**config.mk**
```make
export PLATFORM = sky130hd
export DESIGN_NAME = rx_frame_decoder
export DESIGN_NICKNAME = d
export VERILOG_FILES = /design/src/rtl/rx_frame_decoder.sv
export SDC_FILE = /design/constraint.sdc
export NUM_CORES = 1
export LEC_CHECK = 0
export CAP_MARGIN = 25
export CORE_MARGIN = 2
export CORE_UTILIZATION = 46
export DETAILED_ROUTE_END_ITERATION = 6
export GPL_TIMING_DRIVEN = 1
export PLACE_DENSITY = 0.66
export SYNTH_ARGS = -nofsm -noshare
export SYNTH_HDL_FRONTEND = slang
export SYNTH_SLANG_ARGS = --single-unit
```
**constraint.sdc**
```tcl
create_clock -name clk -period 2.8 [get_ports clk]
set_input_delay 0.84 -clock clk [delete_from_list [all_inputs] [get_ports clk]]
set_output_delay 0.84 -clock clk [all_outputs]
set_load 0.03 [all_outputs]
```
**src/rtl/rx_frame_decoder.sv**
```systemverilog
// rx_frame_decoder: deserializes UART-style framed 10-bit codewords (7 data
// bits + 3 parity bits) from the channel line, checks the parity, and holds
// the recovered word with its error flags on a valid/ready output port.
//
// state     | meaning
// ----------+--------------------------------------------------------------
// stIdle    | line idle, waiting for s=0
// stStart   | timing to the start-bit midpoint; false start returns to idle
// stData    | sampling cw[0]..cw[9] once per bit time
// stStop    | timing to the stop-bit midpoint, then loading the output word
// stWaitHigh| stop bit was 0; hold until the line returns high
module rx_frame_decoder #(
    parameter int CLKS_PER_BIT = 4
) (
    input  logic       clk,
    input  logic       rst_n,
    input  logic       ser_in,
    input  logic       out_ready,
    output logic [6:0] out_data,
    output logic       out_valid,
    output logic       par_err,
    output logic       frame_err,
    output logic       overrun
);

    localparam int CntW = (CLKS_PER_BIT > 2) ? $clog2(CLKS_PER_BIT) : 1;
    localparam logic [CntW-1:0] HalfLoad = CntW'(CLKS_PER_BIT / 2 - 1);
    localparam logic [CntW-1:0] FullLoad = CntW'(CLKS_PER_BIT - 1);

    typedef enum logic [2:0] {
        stIdle,
        stStart,
        stData,
        stStop,
        stWaitHigh
    } rxState_t;

    rxState_t        state;
    logic            syncMeta;
    logic            syncOut;
    logic [CntW-1:0] timer;
    logic [3:0]      bitIdx;
    logic [9:0]      shiftReg;
    logic            loadNow;
    logic            acceptNow;
    logic            parMismatch;

    // Two-flop synchronizer; resets to the idle-high line level.
    always_ff @(posedge clk or negedge rst_n) begin
        if (!rst_n) begin
            syncMeta <= 1'b1;
            syncOut  <= 1'b1;
        end else begin
            syncMeta <= ser_in;
            syncOut  <= syncMeta;
        end
    end

    // Load fires on the stop-bit sample; parity is checked on the full shift register.
    always_comb begin
        loadNow     = (state == stStop) && (timer == '0);
        acceptNow   = out_valid && out_ready;
        parMismatch = (shiftReg[7] != ^shiftReg[6:0]) ||
                      (shiftReg[8] != ^shiftReg[3:0]) ||
                      (shiftReg[9] != ^shiftReg[6:4]);
    end

    // Receive FSM with bit timer, shift register and registered output port.
    always_ff @(posedge clk or negedge rst_n) begin
        if (!rst_n) begin
            state     <= stIdle;
            timer     <= '0;
            bitIdx    <= '0;
            shiftReg  <= '0;
            out_data  <= '0;
            out_valid <= 1'b0;
            par_err   <= 1'b0;
            frame_err <= 1'b0;
            overrun   <= 1'b0;
        end else begin
            case (state)
                stIdle: begin
                    if (!syncOut) begin
                        state  <= stStart;
                        timer  <= HalfLoad;
                        bitIdx <= '0;
                    end
                end
                stStart: begin
                    if (timer != '0) begin
                        timer <= timer - 1'b1;
                    end else if (syncOut) begin
                        state <= stIdle;
                    end else begin
                        state  <= stData;
                        timer  <= FullLoad;
                        bitIdx <= '0;
                    end
                end
                stData: begin
                    if (timer != '0) begin
                        timer <= timer - 1'b1;
                    end else begin
                        shiftReg[bitIdx] <= syncOut;
                        timer            <= FullLoad;
                        if (bitIdx == 4'd9) begin
                            state <= stStop;
                        end else begin
                            bitIdx <= bitIdx + 4'd1;
                        end
                    end
                end
                stStop: begin
                    if (timer != '0) begin
                        timer <= timer - 1'b1;
                    end else begin
                        // A held-low line parks in stWaitHigh so it cannot re-trigger.
                        state <= syncOut ? stIdle : stWaitHigh;
                    end
                end
                stWaitHigh: begin
                    if (syncOut) begin
                        state <= stIdle;
                    end
                end
                default: begin
                    state <= stIdle;
                end
            endcase

            // A load wins over an accept at the same edge; overrun only when the
            // previous word was still pending and not being taken.
            if (loadNow) begin
                out_data  <= shiftReg[6:0];
                par_err   <= parMismatch;
                frame_err <= ~syncOut;
                out_valid <= 1'b1;
                overrun   <= out_valid && !out_ready;
            end else if (acceptNow) begin
                out_valid <= 1'b0;
                overrun   <= 1'b0;
            end
        end
    end

endmodule
```
==> flow_metrics.env <==
export IMPL_dpl_hpwl_um=2081
export IMPL_diodes=0
export IMPL_ctsHoldBuffers=0
export IMPL_crit_path_start_kind="flip-flop"
export IMPL_seq_area_frac_synth=0.5012
export IMPL_power_density_nw_per_um2=856.5
export IMPL_fmax_mhz=445.0
export IMPL_clk_pin_slew_worst_paths_ps=100
export IMPL_critPathMaxStageDelay_ps=680
export IMPL_drive_gt1_frac=0.1228
export IMPL_rsz0062_at_grt="no"
export IMPL_routed_wl_um=2819
export IMPL_crit_cells=1
export IMPL_status="finished, final reports clean"
export IMPL_cts_root_buf="clkbuf_4"
export IMPL_track_usage=0.1690
export IMPL_vias=1103
export IMPL_synth_edff_count=0
export IMPL_crit_fanout=4
export IMPL_drtAntennaViolNets=0
export IMPL_path_delay_family="buffers and inverters"
export IMPL_grt_pass1_vias=1161
export IMPL_finClkSkew_ps=7.409
export IMPL_rrSetupSlack_ps=730
export IMPL_overflow=0
export IMPL_holdCritPathClass="reg2reg"
export IMPL_crit_type="reg2out"
export IMPL_reg2reg_from="timer[0]"
export IMPL_initial_core_util=0.4803
export IMPL_timing_rr_end="par_err"
export IMPL_finish_utilization=0.5519
export IMPL_rows=21
export IMPL_post_drt_via_cell_ratio=5.083
export IMPL_core_area_um2=3337
export IMPL_dieArea_um2=3973
export IMPL_cts_tree="yes"
export IMPL_cts_setup_buffers=0
export IMPL_fin_crit_ps=2247
export IMPL_clockBufferDepth=2
export IMPL_ys_types=40
export IMPL_path_cells="clkdlybuf4s50_1"
export IMPL_finalSetupTns_ps=0
export IMPL_nets=180
export IMPL_wl_per_cell_um=12.99
export IMPL_required_ps=1960
export IMPL_drv_slew=0
export IMPL_syn_nets=164
export IMPL_worstSkewPairLatency_ps=330
export IMPL_slew_headroom=0.6307
export IMPL_avgSynthCellArea_um2=10.34
export IMPL_worstMarginPinSlew_ps=551.1
export IMPL_grt_start_max_net_pins=33
export IMPL_synthArstFlopShare=1.000
export IMPL_cts_buffers=5
export IMPL_ys_seq_elements=32
export IMPL_critical_path_endpoint="out_valid"
export IMPL_p_leak_nw=0.8730
export IMPL_worstRegToRegCells=6
export IMPL_drtPass1Iterations=5
export IMPL_die_w_um=63.03
export IMPL_gp_congestion=0.7955
export IMPL_syn_inst=155
export IMPL_cts_resized=0
export IMPL_drc=0
export IMPL_antenna_found_initial=0
export IMPL_ios=15
export IMPL_grt_pass1_wl_um=5244
export IMPL_synth_warnings=0
export IMPL_fin_crit_sh=0.8026
export IMPL_portBuffers=14
export IMPL_cp_startpoint="out_valid"
export IMPL_synth_area_um2=1603
export IMPL_irDropWorstVdd_mv=0.3996
export IMPL_crit_path_end_kind="output port"
export IMPL_synthFlopType="dfrtp_1"
export IMPL_path_buf_inv=1
export IMPL_htreeDepth=2
export IMPL_area_delta_synth_final_pct=14.91
export IMPL_drt_iter0_markers=58
export IMPL_max_cap_viol_count=0
export IMPL_hold_viol=0
export IMPL_worstPathArrival_ps=1410
export IMPL_die_height_um=63.03
export IMPL_finalSetupViolCount=0
export IMPL_critPathSlowestCell="clkdlybuf4s50_1"
export IMPL_cts_sinks=32
## stage by stage
| stage | instances | setup slack (ps) | instance area [um^2] | hold WS (ps) | total power [mW] |
|---|---|---|---|---|---|
| after floorplan | 155 | 1167 | 1603 | 345.2 | 1.123 |
| after global placement | 210 | 873.0 | 1777 | 345.9 | 1.274 |
| after detailed placement | 210 | 736.7 | 1777 | 347.9 | 1.303 |
| after CTS | 217 | 540.7 | 1842 | 361.5 | 1.598 |
| after global routing | 217 | 414.6 | 1842 | 370.9 | 1.707 |
| final | 217 | 552.7 | 1842 | 360.9 | 1.577 |
## final cells by class
cell class                      count  area (um^2)
Timing Repair Buffer               15        147.6
Clock buffer                        7        65.06
Tap cell                           46        57.56
Inverter                            6        22.52
Fill cell                         301         1495
Sequential cell                    32        803.3
Multi-Input combinational cell    111        745.7
## how the worst min path moves through the flow
| stage | start | to | slack [ps] | depth (start not counted) |
|---|---|---|---|---|
| after CTS | syncMeta | syncOut | 360 | 0 |
| after global routing | syncMeta | syncOut | 370 | 0 |
| final | syncMeta | syncOut | 360 | 0 |
| after global placement | syncMeta | syncOut | 350 | 0 |
| after detailed placement | syncMeta | syncOut | 350 | 0 |
| after floorplan | syncMeta | syncOut | 350 | 0 |
## flip-flops by register name (all words and copies together), names as in the netlist
register   cells
bitIdx         4
frame_err      1
out_data       7
out_valid      1
overrun        1
par_err        1
shiftReg      10
state          3
syncMeta       1
syncOut        1
timer          2
## cells in the final DEF (no fill, tap or decap), types with 2 or more instances in the layout
| cell | netlist | routed |
|---|---|---|
| clkbuf_8 | 0 | 2 |
| nor3_1 | 4 | 4 |
| nor2_1 | 11 | 11 |
| o21ai_0 | 7 | 7 |
| inv_1 | 6 | 6 |
| dfrtp_1 | 30 | 30 |
| and3_1 | 2 | 2 |
| mux2i_1 | 2 | 2 |
| mux2_2 | 2 | 2 |
| nand4_1 | 2 | 2 |
| ha_1 | 5 | 5 |
| xnor2_1 | 4 | 4 |
| a21oi_1 | 4 | 4 |
| o21ai_1 | 3 | 3 |
| nand2_1 | 35 | 35 |
| mux2_1 | 5 | 5 |
| clkdlybuf4s50_1 | 0 | 14 |
| nand3_1 | 2 | 2 |
| dfstp_2 | 2 | 2 |
| mux2_4 | 4 | 4 |
| clkbuf_4 | 0 | 5 |
## cells by family after synthesis
kind of cell | after synthesis | synth area share
XOR/XNOR | 5 | 0.02732
AO/OA/AOI/OAI | 21 | 0.08041
multiplexers | 13 | 0.09914
AND/OR/NAND/NOR | 67 | 0.2194
buffers and inverters | 12 | 0.03356
adder cells (fa/ha/maj) | 5 | 0.03903
flip-flops | 32 | 0.5012
## layer usage
metal,GRT usage,vias to the layer above,share of wire
met5,0,-,0
met4,0.05833,0,0.018
met3,0.05586,7,0.036
met2,0.2859,17,0.48
met1,0.2002,521,0.47
li1,-,558,-
## synth_stat cells (all sizes together), types with 2 or more instances
library cell / instances / area (um^2)
a21oi: 4 / 20.02
nor2: 11 / 41.29
ha: 5 / 62.56
nor3b: 3 / 38.79
and3: 2 / 12.51
nand2: 35 / 131.4
clkbuf: 4 / 16.26
xnor2: 4 / 35.03
dfrtp: 30 / 750.7
mux2: 11 / 138.9
buf: 2 / 15.01
inv: 6 / 22.52
dfstp: 2 / 52.55
nand3: 2 / 10.01
mux2i: 2 / 20.02
nand4: 2 / 12.51
o21ai: 10 / 50.04
nor3: 5 / 30.03
## where the power goes
| group | internal [mW] | switching [mW] |
|---|---|---|
| Clock | 0.142 | 0.151 |
| Sequential | 0.569 | 0.113 |
| Combinational | 0.267 | 0.336 |
No activity file was read; power rests on OpenSTA's default activity.
